[src/rtl/aesl_deadlock_pkg.sv]
// rtl/aesl_deadlock_pkg.sv - shared types and helpers for the AXI-Stream block generator
// Contents:
//   state_t               detector FSM encoding (IDLE / ARMED / FLAGGED)
//   DEFAULT_STALL_THRESH  default consecutive-wait threshold
//   cnt_width()           counter width able to hold 0..thresh
package aesl_deadlock_pkg;

  typedef enum logic [1:0] {
    ST_IDLE    = 2'd0,
    ST_ARMED   = 2'd1,
    ST_FLAGGED = 2'd2
  } state_t;

  localparam int DEFAULT_STALL_THRESH = 1024;

  function automatic int cnt_width(input int thresh);
    return $clog2(thresh + 1);
  endfunction

endpackage

[src/rtl/aesl_deadlock_stall_cnt.sv]
// rtl/aesl_deadlock_stall_cnt.sv - per-channel saturating stall counter with threshold compare
// Ports:
//   clock     in   rising-edge clock
//   reset     in   synchronous active-high reset
//   clear     in   global clear (enable low, any handshake, or all instances idle)
//   waiting   in   this channel has exactly one of valid/ready high
//   block     out  counter sits at STALL_THRESH (registered state decode)
//   hit_next  out  counter will be at STALL_THRESH after this edge
module aesl_deadlock_stall_cnt
  import aesl_deadlock_pkg::*;
#(
  parameter int STALL_THRESH = DEFAULT_STALL_THRESH,
  parameter int CW           = cnt_width(STALL_THRESH)
) (
  input  logic clock,
  input  logic reset,
  input  logic clear,
  input  logic waiting,
  output logic block,
  output logic hit_next
);

  localparam logic [CW-1:0] THRESH = CW'(STALL_THRESH);

  logic [CW-1:0] count;
  logic [CW-1:0] cnt_next;

  // Clears win over increment; at the threshold the count holds (never wraps).
  always_comb begin
    cnt_next = count;
    if (clear || !waiting) begin
      cnt_next = '0;
    end else if (count != THRESH) begin
      cnt_next = count + 1'b1;
    end
  end

  always_ff @(posedge clock) begin
    if (reset) begin
      count <= '0;
    end else begin
      count <= cnt_next;
    end
  end

  assign block    = (count == THRESH);
  assign hit_next = (cnt_next == THRESH);

endmodule

[src/rtl/aesl_deadlock_axis_block_gen.sv]
// rtl/aesl_deadlock_axis_block_gen.sv - flags AXI-Stream channels stalled for STALL_THRESH cycles
// Ports:
//   clock            in   rising-edge clock
//   reset            in   synchronous active-high reset
//   enable           in   detection enable; low clears and holds all state
//   ch_valid         in   per-channel TVALID
//   ch_ready         in   per-channel TREADY
//   inst_idle_sigs   in   per-instance idle flags
//   axis_block_sigs  out  per-channel blocked flags
//   any_block        out  OR of axis_block_sigs
//   first_block_idx  out  first channel flagged in the current blocked episode
//   first_block_vld  out  first_block_idx is valid
module aesl_deadlock_axis_block_gen
  import aesl_deadlock_pkg::*;
#(
  parameter int NUM_CH       = 8,
  parameter int NUM_INST     = 5,
  parameter int STALL_THRESH = DEFAULT_STALL_THRESH,
  parameter int IDX_W        = (NUM_CH > 1) ? $clog2(NUM_CH) : 1
) (
  input  logic              clock,
  input  logic              reset,
  input  logic              enable,
  input  logic [NUM_CH-1:0] ch_valid,
  input  logic [NUM_CH-1:0] ch_ready,
  input  logic [NUM_INST-1:0] inst_idle_sigs,
  output logic [NUM_CH-1:0] axis_block_sigs,
  output logic              any_block,
  output logic [IDX_W-1:0]  first_block_idx,
  output logic              first_block_vld
);

  logic [NUM_CH-1:0] waiting;
  logic [NUM_CH-1:0] hit_next;
  logic              global_progress;
  logic              all_idle;
  logic              clear;
  logic [IDX_W-1:0]  low_idx;
  state_t            state;

  assign waiting         = ch_valid ^ ch_ready;
  assign global_progress = |(ch_valid & ch_ready);
  assign all_idle        = &inst_idle_sigs;
  assign clear           = !enable || global_progress || all_idle;

  for (genvar i = 0; i < NUM_CH; i++) begin : g_ch
    aesl_deadlock_stall_cnt #(
      .STALL_THRESH(STALL_THRESH)
    ) u_cnt (
      .clock   (clock),
      .reset   (reset),
      .clear   (clear),
      .waiting (waiting[i]),
      .block   (axis_block_sigs[i]),
      .hit_next(hit_next[i])
    );
  end

  assign any_block = |axis_block_sigs;

  // Scan high-to-low so the lowest reaching channel is written last.
  always_comb begin
    low_idx = '0;
    for (int i = NUM_CH - 1; i >= 0; i--) begin
      if (hit_next[i]) begin
        low_idx = IDX_W'(i);
      end
    end
  end

  // FSM tracks counter next-state so first_block_vld rises and falls on the
  // same edge as the block flags it describes.
  always_ff @(posedge clock) begin
    if (reset) begin
      state           <= ST_IDLE;
      first_block_vld <= 1'b0;
      first_block_idx <= '0;
    end else if (!enable) begin
      state           <= ST_IDLE;
      first_block_vld <= 1'b0;
    end else begin
      case (state)
        // A threshold of 1 can be reached on the very first enabled edge,
        // so IDLE also honours a hit instead of losing the episode start.
        ST_IDLE, ST_ARMED: begin
          if (|hit_next) begin
            state           <= ST_FLAGGED;
            first_block_idx <= low_idx;
            first_block_vld <= 1'b1;
          end else begin
            state <= ST_ARMED;
          end
        end
        ST_FLAGGED: begin
          if (!(|hit_next)) begin
            state           <= ST_ARMED;
            first_block_vld <= 1'b0;
          end
        end
        default: begin
          state           <= ST_IDLE;
          first_block_vld <= 1'b0;
        end
      endcase
    end
  end

endmodule

[config.mk]
export PLATFORM = sky130hd
export DESIGN_NAME = aesl_deadlock_axis_block_gen
export DESIGN_NICKNAME = d
export VERILOG_FILES = /design/src/rtl/aesl_deadlock_pkg.sv /design/src/rtl/aesl_deadlock_stall_cnt.sv /design/src/rtl/aesl_deadlock_axis_block_gen.sv
export SDC_FILE = /design/constraint.sdc
export NUM_CORES = 1
export LEC_CHECK = 0
export CAP_MARGIN = 20
export CORE_AREA = 5 5 111 113
export CTS_BUF_LIST = sky130_fd_sc_hd__clkbuf_4
export DETAILED_ROUTE_END_ITERATION = 10
export DIE_AREA = 0 0 116 118
export DONT_BUFFER_PORTS = 1
export PLACE_DENSITY = 0.71
export SYNTH_ARGS = -nofsm -noshare
export SYNTH_HDL_FRONTEND = slang
export SYNTH_SLANG_ARGS = --single-unit
[constraint.sdc]
create_clock -name clock -period 4.9 [get_ports clock]
set_input_delay 1.225 -clock clock [delete_from_list [all_inputs] [get_ports clock]]
set_output_delay 1.225 -clock clock [all_outputs]
set_load 0.01 [all_outputs]
==> key figures, run 1 <==
Status
  • Status: completed

Placed design
  • RePlAce Congestion: 0.9468
  • Post-DP HPWL: 10,900 um
  • Placed Cells: roughly 900
  • Port bufs: 0

Clock tree
  • Clk_lat worst skew: between 400 and 500 ps
  • Max Root-Sink Buffers: 2
  • Hold_buf cts: 0
  • Htree depth: 3
  • Total CTS buffers: 9
  • Setup bufs post-CTS: 0
  • Root Buffer: clkbuf_4
  • Sink Count: 94
  • CTS tree: built
  • Worst-path clk slew: 140 ps
  • Post-cts sizing count: 0

Cells and area
  • Antenna cells: 0
  • Fill count: between 1,000 and 1,500
  • Share of cells above drive strength 1: between 4 and 5%
  • Fin nets: 790
  • Util after Layout: about 56%
  • Area Overhead vs Synth: 1.724%
  • Post-route insts no fill: slightly below 900

Floorplan
  • Initial Utilization: between 50% and 60%
  • Cell Rows: 39
  • I/O pins: 37
  • Die Y: around 120 um
  • Core area: between 10,000 and 15,000 um^2
  • Die ar.: about 14,000 um^2
  • Die Span X: around 120 um

STA
  • Final slew viol count: 0
  • Min Hold Slack: between 500 and 600 ps
  • Unrepaired setup endpoints after global routing: no
  • Final setup vio count: 0
  • Final period util: approximately four fifths
  • Clk_skew: slightly above 20 ps
  • Setup TNS: 0 ps
  • Worst-Margin Slew: 726.5 ps
  • Final Critical Period: 3972 ps
  • Final-report hold violation count: 0
  • Headroom to the max-slew limit: between 50% and 60%
  • Fmax: between 0.2 and 0.3 GHz

Detailed routing
  • Via count: 5,453
  • Initial drt markers: 513
  • TritonRoute pass-1 iters: 5
  • # DRC: 0
  • ANT nets after route: 0
  • Drt total wl: 14,260 um
  • Via density: between 6 and 7
  • DR WL/cell: about 16 um

Pwr
  • Cell Pwr Density: between 200 and 250 nW/um^2
  • Maximum vdd ir drop: between 0.0001 and 0.00015 V
  • Sw Ratio: 22.59%
  • Power, Total: between 1 and 1.5 mW
  • Comb pwr share: 3.2%
  • Sequential share of power: about 57%
  • Internal Pwr Total: between 1 and 1.5 mW
  • Sw Pwr: slightly above 300 uW
  • Clock power frac: 40.0%
  • LEAKAGE: between 2 and 2.5 nW

Synth
  • Synth warnings: 0
  • Ranking of synthesized cells by area: dfxtp_1 (31%), nor2_1 (7.2%), xnor2_1 (6.7%)
  • Top-area cell type share of the netlist area: a little under a third
  • FFs w/ async S/R, synth: 0%
  • Seq/Total Area, Yosys: between 30% and 40%
  • Top cell type by total area after synthesis: dfxtp_1
  • Number of synthesized flops with an enable pin: 0
  • Post-Syn Area per Cell: 7.918 um^2
  • Post-synthesis cell count: 779
  • Ys flop type: dfxtp_1
  • Number of distinct library cells after synthesis: 78
  • Syn nets: slightly above 800
  • Post-synthesis cell area: between 6000 and 7000 um^2
  • Yosys reg bits: between 90 and 100

Setup path
  • Kind of critical path: reg -> out
  • Crit path max fanout: 8
  • Worst EP required: ~3700 ps
  • Critical Path Sink Type: output port
  • CP dominant cell by count: inv_1
  • Worst R2R Setup Slack: 1730 ps
  • Crit path launch type: register
  • Slowest-stage cell, CP: nor4_4
  • CP Data Arrival Time: 2750 ps
  • Cells along the critical path: inv_1, ha_1, or4b_1, nor4_4, inv_1, nand4_1, or4_1
  • CP max stage delay: approximately 540 ps

Global routing
  • Total GRT Usage: 21.45%
  • Vias in the first global route: roughly 5,000
  • Largest net degree at the start of global routing: 16
  • Initial antenna violation count: 0
  • Remaining Overflow, GRT: 0
  • First-pass GRT wire length: approximately 24,000 um

Flow run
  • Max-Cap Viols: 0

Min path
  • Worst hold path type: reg -> reg
-- stage by stage --
step	instance area [um^2]	setup WS [ps]
final	6275	927.7
after global routing	6275	753.2
after CTS	6275	899.9
after detailed placement	6090	986.5
after global placement	6090	1139
after floorplan	6168	1434
-- per-layer routing --
layer	global-route usage, %	wire, um
met1	28.03	6293
met2	33.56	6647
met3	4.010	885
met4	10.51	431
met5	0	0
-- flip-flops by register name, indices dropped and copies added, names as in the netlist --
| name | cells |
|---|---|
| state | 2 |
| first_block_idx | 3 |
| first_block_vld | 1 |
| g_ch.u_cnt.count | 88 |
-- final cells by class --
| type | count | area, um^2 | area share [%] |
|---|---|---|---|
| Clock inverter | 6 | 110.1 | 1.755 |
| Sequential cell | 94 | 1882 | 29.99 |
| Multi-Input combinational cell | 603 | 3897 | 62.11 |
| Timing Repair Buffer | 1 | 7.507 | 0.1196 |
| Clock buffer | 10 | 75.07 | 1.196 |
| Inverter | 33 | 123.9 | 1.974 |
| Tap cell | 143 | 178.9 | 2.851 |
-- power groups by stage --
stage               Clock, mW  Sequential (mW)  Combinational (mW)
floorplan                   0            0.783              0.0302
global placement            0            0.784              0.0415
detailed placement          0            0.784              0.0424
CTS                     0.557            0.768              0.0426
global route            0.587            0.768              0.0480
finish                  0.540            0.768              0.0434
-- synthesized netlist by cell type, types with 5 or more instances --
cell	count
o2111ai_1	5
mux2i_1	5
nor4b_1	8
ha_1	24
a211oi_1	6
nand4_1	19
inv_1	33
nand3b_1	7
nor4_1	11
xnor2_1	47
o21ai_0	6
o211ai_1	5
a311oi_1	5
nor3b_1	5
a21oi_1	23
buf_4	14
and2_1	7
nor2b_1	6
nor3_1	29
buf_2	17
dfxtp_1	94
nand2_1	57
nor2_1	118
a211o_1	5
and3_1	16
clkbuf_1	17
or3_1	7
a31oi_1	8
xor2_1	34
nand3_1	52
nand2b_1	9
-- cell families after synthesis --
| kind of cell | synth area share [%] |
|---|---|
| and+or+nand+nor | 31.81 |
| AOI/OAI and AO/OA | 13.65 |
| DFF | 30.51 |
| buffers and inverters | 6.308 |
| xor gates and xnor gates | 11.50 |
| adders and majority gates | 4.868 |
| muxes | 1.359 |
-- worst max-delay path: cells and delay by family (launching register included) --
family | cells | cell delay, ps
fa+ha+maj | 1 | 160
simple gates | 4 | 1450
buf+inv | 2 | 320
flops | 1 | 360
-- path summary, 6_finish.rpt --
path                            cells past startpoint                         startpoint                                end
worst max-delay path                                7  g_ch[6].u_cnt.count[0]$_SDFF_PP0_                          any_block
worst min-delay path                                2  g_ch[5].u_cnt.count[9]$_SDFF_PP0_  g_ch[5].u_cnt.count[9]$_SDFF_PP0_
worst max register to register                      9  g_ch[5].u_cnt.count[0]$_SDFF_PP0_       first_block_vld$_SDFFE_PP0P_
worst min register to register                      2  g_ch[5].u_cnt.count[9]$_SDFF_PP0_  g_ch[5].u_cnt.count[9]$_SDFF_PP0_
-- cell usage in the layout, fill, tap and decap left out, types with 5 or more instances in the layout --
| master | count |
|---|---|
| nand3b_1 | 7 |
| or3_1 | 7 |
| a31oi_1 | 8 |
| a211oi_1 | 6 |
| nor3_1 | 29 |
| nand2_1 | 57 |
| and3_1 | 16 |
| nand4_1 | 19 |
| nor4_1 | 11 |
| o2111ai_1 | 5 |
| xor2_1 | 34 |
| nor2_1 | 118 |
| and2_1 | 7 |
| a311oi_1 | 5 |
| a211o_1 | 5 |
| clkbuf_4 | 10 |
| a21oi_1 | 23 |
| nand2b_1 | 9 |
| nor3b_1 | 5 |
| dfxtp_1 | 94 |
| nor4b_1 | 8 |
| inv_1 | 33 |
| nand3_1 | 52 |
| mux2i_1 | 5 |
| nor2b_1 | 6 |
| ha_1 | 24 |
| xnor2_1 | 47 |
| o21ai_0 | 6 |
| o211ai_1 | 5 |
Note: power is estimated with default switching activity, not from simulation.
==> inputs of run 2 (changes only) <==
Settings changed: PLACE_DENSITY 0.71 to 0.74.
Clock period 4.9 ns to 3.46 ns, I/O delays scaled along.
==> run 2 against run 1 <==
Compared with the run above: die area stayed put; critical path depth decreased by 1; clock power increased by 13%; final cell count increased by 1.2%; cell area up 0.46%; first-iteration DRC count is 5.1% lower; largest power group unchanged; total power up 30%; register-to-register slack got worse by 1300 ps; count of clock-buffer cells in the layout increased by 1; highest routed layer unchanged; via count grew 0.79%; sequential cell count is the same; global-route usage increased by 0.10 points.
==> key figures, run 2 (synthesized netlist as in run 1, its figures left out) <==
Status
  • Status: completed

Clock tree
  • Max Root-Sink Buffers: 2 (unchanged)
  • Total CTS buffers: 9 (unchanged)
  • CTS tree: built
  • Worst-path clk slew: 150 ps (about the same)
  • Post-cts sizing count: 0 (unchanged)
  • Setup bufs post-CTS: 0 (unchanged)
  • Clk_lat worst skew: 480 ps (about the same)
  • Hold_buf cts: 0 (unchanged)
  • Htree depth: 3 (unchanged)
  • Sink Count: 94 (unchanged)
  • Root Buffer: clkbuf_4

Pwr
  • LEAKAGE: 2.055 nW (+1.0%)
  • Sw Ratio: 23.86% (+1.3 points)
  • Internal Pwr Total: 1.341 mW (+28%)
  • Comb pwr share: 3.6% (+0.4 points)
  • Clock power frac: 34.7% (-5.3 points)
  • Power, Total: 1.762 mW (+30%)
  • Cell Pwr Density: 279.5 nW/um^2 (+30%)
  • Sequential share of power: 61.7% (+4.9 points)
  • Maximum vdd ir drop: 0.0001655 V (+19%)
  • Sw Pwr: 420.4 uW (+38%)

Global routing
  • Initial antenna violation count: 1 (+1)
  • First-pass GRT wire length: 24,130 um (-0.11%)
  • Total GRT Usage: 21.56% (+0.10 points)
  • Remaining Overflow, GRT: 0 (unchanged)
  • Largest net degree at the start of global routing: 15 (-1)
  • Vias in the first global route: 5,211 (+2.8%)

Setup path
  • Crit path buffers/inverters: 1 (-1)
  • CP Data Arrival Time: 2410 ps (-340 ps)
  • Crit-path leading delay family: simple AND/OR/NAND/NOR gates
  • Critical Path Sink Type: output port
  • Crit path max fanout: 10 (+2)
  • Kind of critical path: reg -> out
  • Crit path launch type: register
  • Cells along the critical path: inv_1, ha_1, nor4b_1, nand3_1, nand4_1, or4_1
  • CP max stage delay: 590 ps (+50 ps)
  • Worst EP required: 2590 ps (-1080 ps)
  • Slowest-stage cell, CP: or4_1

STA
  • Final setup vio count: 0 (unchanged)
  • Final-report hold violation count: 0 (unchanged)
  • Headroom to the max-slew limit: 51.56% (+1.2 points)
  • Unrepaired setup endpoints after global routing: no
  • Final slew viol count: 0 (unchanged)
  • Fmax: just over 0.3 GHz
  • Final period util: between 90% and 100%
  • Worst-Margin Slew: 708.3 ps (-18.25 ps)
  • Setup TNS: 0 ps (unchanged)
  • Clk_skew: 18.02 ps (-2.381 ps)
  • Min Hold Slack: 423.9 ps (-92.32 ps)
  • Final Critical Period: 3275 ps

Cells and area
  • Design area: 6304 um^2 (+0.46%)
  • Most flops, register: g_ch.u_cnt.count
  • Share of cells above drive strength 1: 6.217% (+1.3 points)
  • Area Overhead vs Synth: 2.191%
  • Fill count: 1,047 (-4.2%)
  • Util after Layout: 56.17% (+0.26 points)
  • Fin nets: 799 (+1.1%)
  • Commonest non-fill, non-tap cell in the layout: nor2_1
  • Commonest non-fill, non-tap cells in the layout: nor2_1 (118), dfxtp_1 (93), nand2_1 (57)
  • Largest register FFs: 88 (unchanged)
  • Regs by FF count: g_ch.u_cnt.count (88), first_block_idx (3), state (2)

Floorplan
  • Die Y: 118 um (unchanged)
  • Cell Rows: 39 (unchanged)
  • Core area: 11,220 um^2 (unchanged)
  • Initial Utilization: 54.96% (unchanged)
  • Die Span X: 116 um (unchanged)
  • I/O pins: 37 (unchanged)
  • Die ar.: 13,690 um^2 (unchanged)

Placed design
  • Placed cell area: 6157 um^2 (+1.1%)
  • RePlAce Congestion: 0.9361 (-1.1%)
  • Post-DP HPWL: 11,070 um (+1.6%)
  • Port bufs: 0 (unchanged)

Detailed routing
  • ANT nets after route: 0 (unchanged)
  • Via density: 6.100 (-0.44%)
  • DR WL/cell: 16.08 um (+0.39%)
  • TritonRoute pass-1 iters: 5 (unchanged)
  • # DRC: 0 (unchanged)
  • Via count: 5,496 (+0.79%)
  • Drt total wl: 14,490 um (+1.6%)
  • Initial drt markers: 487 (-5.1%)

Min path
  • Worst hold path type: in -> reg

Flow run
  • Max-Cap Viols: 0 (unchanged)
run 2: cell types whose count changed in the layout (fill, tap and decap cells not counted), sizes merged:
cell | previous run | this run
buf | 1 | 10
bufinv | 3 | 1
clkinv | 1 | 3
diode | 0 | 2
clkbuf | 10 | 11
clkinvlp | 2 | 1
run 2: power by group through the flow:
stage	registers, mW	clock network, mW	logic, mW
final	1.09	0.611	0.0632
after global routing	1.09	0.667	0.0696
after detailed placement	1.11	0	0.0613
after floorplan	1.11	0	0.0427
after global placement	1.11	0	0.0606
after CTS	1.09	0.619	0.0617
run 2: worst paths after layout:
path | start | endpoint | slack [ps] | cells after the start
max reg2reg | g_ch[5].u_cnt.count[1]$_SDFF_PP0_ | first_block_vld$_SDFFE_PP0P_ | 410 | 9
max | g_ch[5].u_cnt.count[1]$_SDFF_PP0_ | any_block | 180 | 6
min reg2reg | g_ch[5].u_cnt.count[9]$_SDFF_PP0_ | g_ch[5].u_cnt.count[9]$_SDFF_PP0_ | 530 | 2
min | reset | first_block_idx[2]$_SDFFE_PP0P_ | 420 | 1
run 2: cell type report:
| cell class | instances | area, um^2 | share of cell area, % |
|---|---|---|---|
| repair buffers | 10 | 75.07 | 1.191 |
| diodes | 2 | 5.005 | 0.07940 |
| multi-input cells | 603 | 3905 | 61.95 |
| clock buffers | 11 | 82.58 | 1.310 |
| clock inverters | 5 | 50.05 | 0.7940 |
| well taps | 143 | 178.9 | 2.838 |
| inverters | 33 | 123.9 | 1.965 |
| flip-flops and latches | 94 | 1883 | 29.87 |
run 2: stage by stage:
stage / setup slack, ps / instances
6_report: 184.9 / 901
5_1_grt: 88.02 / 900
4_1_cts: 74.14 / 899
3_5_place_dp: 58.09 / 883
3_3_place_gp: 146.5 / 883
2_1_floorplan: 354.3 / 779
run 2: layer usage:
| metal | vias up | global-route usage [%] | wire, um |
|---|---|---|---|
| met2 | 149 | 36.12 | 6971 |
| met3 | 33 | 4.936 | 880 |
| met1 | 2607 | 26.22 | 6242 |
| met4 | 0 | 8.920 | 396 |
| met5 | - | 0 | 0 |
| li1 | 2707 | - | - |
==> inputs of run 3 (changes only) <==
Settings changed: CORE_AREA 5 5 111 113 to 5 5 112 114, DIE_AREA 0 0 116 118 to 0 0 117 119, PLACE_DENSITY 0.74 to 0.72.
==> run 3 against run 2 <==
Compared with the run above: clock skew increased by 7.5 ps; worst setup slack got worse by 29 ps; wire length decreased by 0.60%; die area increased by 1.7%; worst hold slack got worse by 5.0 ps; critical path depth increased by 2; core utilization increased by 0.47 points; via count decreased by 0.87%; non-clock buffer count increased by 1; sequential cell count unchanged; sequential power about the same; count of clock-buffer cells in the layout decreased by 2.
==> key figures, run 3 (synthesized netlist as in run 1, its figures left out) <==
Status
  • Status: completed

Setup path
  • Critical Path Sink Type: output port
  • Reg2Reg Launch Point: g_ch[5].u_cnt.count[1]$_SDFF_PP0_
  • CP dominant cell by count: inv_1
  • Cells along the critical path: inv_1, ha_1, or4b_1, nor4_4, buf_6, inv_1, nand4_1, or4_1
  • Kind of critical path: reg -> out
  • Worst EP required: 2590 ps (about the same)
  • Crit path max fanout: 8 (-2)
  • Slowest-stage cell, CP: or4_1
  • Crit path buffers/inverters: 3 (+2)
  • Worst Setup SP: g_ch[6].u_cnt.count[0]$_SDFF_PP0_
  • Crit path launch type: register
  • CP max stage delay: 590 ps (about the same)
  • Crit-path leading delay family: simple AND/OR/NAND/NOR gates
  • CP Data Arrival Time: 2440 ps (+30 ps)

Clock tree
  • Root Buffer: clkbuf_4
  • Worst-path clk slew: 160 ps (about the same)
  • Max Root-Sink Buffers: 2 (unchanged)
  • CTS tree: built
  • Clk_lat worst skew: 490 ps (about the same)
  • Total CTS buffers: 9 (unchanged)
  • Sink Count: 94 (unchanged)
  • Hold_buf cts: 0 (unchanged)
  • Htree depth: 3 (unchanged)

Cells and area
  • Util after Layout: 56.63% (+0.47 points)
  • Share of cells above drive strength 1: 6.473% (+0.26 points)
  • Largest register FFs: 88 (unchanged)
  • Commonest non-fill, non-tap cells in the layout: nor2_1 (118), dfxtp_1 (93), nand2_1 (57)
  • Design area: 6411 um^2 (+1.7%)
  • Commonest non-fill, non-tap cell in the layout: nor2_1
  • Antenna cells: 0 (-2)
  • Regs by FF count: g_ch.u_cnt.count (88), first_block_idx (3), state (2)
  • Area Overhead vs Synth: 3.935%
  • Post-route insts no fill: 900 (-0.11%)
  • Most flops, register: g_ch.u_cnt.count
  • Fin nets: 800 (+0.13%)

STA
  • Final setup vio count: 0 (unchanged)
  • Worst-Margin Slew: 822.0 ps (+113.7 ps)
  • Fmax: 0.3026 GHz (-0.88%)
  • Final Critical Period: 3304 ps (+29.10 ps)
  • Final slew viol count: 0 (unchanged)
  • Headroom to the max-slew limit: 44.49% (-7.1 points)
  • Clk_skew: 25.51 ps (+7.493 ps)
  • Unrepaired setup endpoints after global routing: no
  • Final-report hold violation count: 0 (unchanged)
  • Final period util: 95.50% (+0.84 points)

Pwr
  • Internal Pwr Total: 1.626 mW (+21%)
  • Comb pwr share: 3.1% (-0.5 points)
  • Power, Total: 2.070 mW (+17%)
  • Cell Pwr Density: 322.8 nW/um^2 (+16%)
  • Clock power frac: 44.3% (+9.6 points)
  • Sw Pwr: 443.8 uW (+5.6%)
  • Sw Ratio: 21.44% (-2.4 points)
  • LEAKAGE: 2.111 nW (+2.7%)
  • Sequential share of power: 52.5% (-9.2 points)
  • Maximum vdd ir drop: 0.0002066 V (+25%)

Detailed routing
  • # DRC: 0 (unchanged)
  • TritonRoute pass-1 iters: 5 (unchanged)
  • ANT nets after route: 0 (unchanged)
  • Initial drt markers: 540 (+11%)
  • DR WL/cell: 16.00 um (-0.49%)
  • Drt total wl: 14,400 um (-0.60%)
  • Via density: 6.053 (-0.76%)
  • Via count: 5,448 (-0.87%)

Global routing
  • Vias in the first global route: 5,047 (-3.1%)
  • First-pass GRT wire length: 23,820 um (-1.3%)
  • Remaining Overflow, GRT: 0 (unchanged)
  • Initial antenna violation count: 0 (-1)
  • Total GRT Usage: 20.93% (-0.62 points)
  • Largest net degree at the start of global routing: 17 (+2)

Floorplan
  • Die Span X: 117 um (+0.86%)
  • Die ar.: 13,920 um^2 (+1.7%)
  • I/O pins: 37 (unchanged)
  • Initial Utilization: 54.49% (-0.47 points)
  • Core area: 11,320 um^2 (+0.87%)
  • Cell Rows: 39 (unchanged)
  • Die Y: 119 um (+0.85%)

Placed design
  • Port bufs: 0 (unchanged)
  • RePlAce Congestion: 0.9296 (-0.69%)
  • Placed cell area: 6157 um^2 (unchanged)
  • Post-DP HPWL: 10,940 um (-1.2%)
  • Placed Cells: 883 (unchanged)

Min path
  • Hold Startpoint: reset
  • Worst hold path type: in -> reg

Flow run
  • Max-Cap Viols: 0 (unchanged)
run 3: cell count changes in the layout (fill, tap and decap cells not counted), sizes merged:
cell,previous run,this run
clkinv,3,0
clkbuf,11,9
diode,2,0
inv,33,34
bufinv,1,5
buf,10,11
run 3: timing repair:
action                                 in CTS  in global routing
gates resized for setup                     0                  3
setup endpoints to repair                   0                  1
buffers inserted                            0                  1
endpoints found under the hold margin       0                  0
run 3: path summary, 6_finish.rpt:
| path | end | slack (ps) | cells after the start |
|---|---|---|---|
| setup / recovery | any_block | 160 | 8 |
| setup reg to reg | first_block_vld$_SDFFE_PP0P_ | 330 | 9 |
| hold / removal | first_block_idx[2]$_SDFFE_PP0P_ | 420 | 1 |
| hold reg to reg | g_ch[5].u_cnt.count[9]$_SDFF_PP0_ | 530 | 2 |
run 3: cell type report:
type / instances / area [um^2]
Tap cell: 143 / 178.9
Clock inverter: 7 / 168.9
Sequential cell: 94 / 1883
Clock buffer: 9 / 67.56
Fill cell: 1051 / 4910
Multi-Input combinational cell: 603 / 3902
Timing Repair Buffer: 11 / 86.33
Inverter: 33 / 123.9
run 3: per-stage QoR:
step / hold slack [ps] / setup slack, ps / TNS (ps)
6_report: 419.0 / 155.8 / 0
5_1_grt: 377.2 / 6.761 / 0
4_1_cts: 401.9 / 89.47 / 0
3_5_place_dp: 503.1 / -65.75 / -65.75
3_3_place_gp: 486.0 / 112.9 / 0
2_1_floorplan: 460.7 / 354.3 / 0
run 3: power by group through the flow:
stage / logic, mW / clock network (mW) / registers (mW)
floorplan: 0.0427 / 0 / 1.11
global placement: 0.0617 / 0 / 1.11
detailed placement: 0.0631 / 0 / 1.11
CTS: 0.0635 / 0.935 / 1.09
global route: 0.0700 / 0.991 / 1.09
finish: 0.0645 / 0.918 / 1.09
run 3: per-layer routing:
layer / vias to the layer above / global-route usage (%) / part of all wire (%)
met5: - / 0 / 0
met1: 2587 / 26.60 / 44
li1: 2700 / - / -
met2: 139 / 34.99 / 49
met4: 0 / 6.595 / 1.6
met3: 22 / 4.665 / 5.7
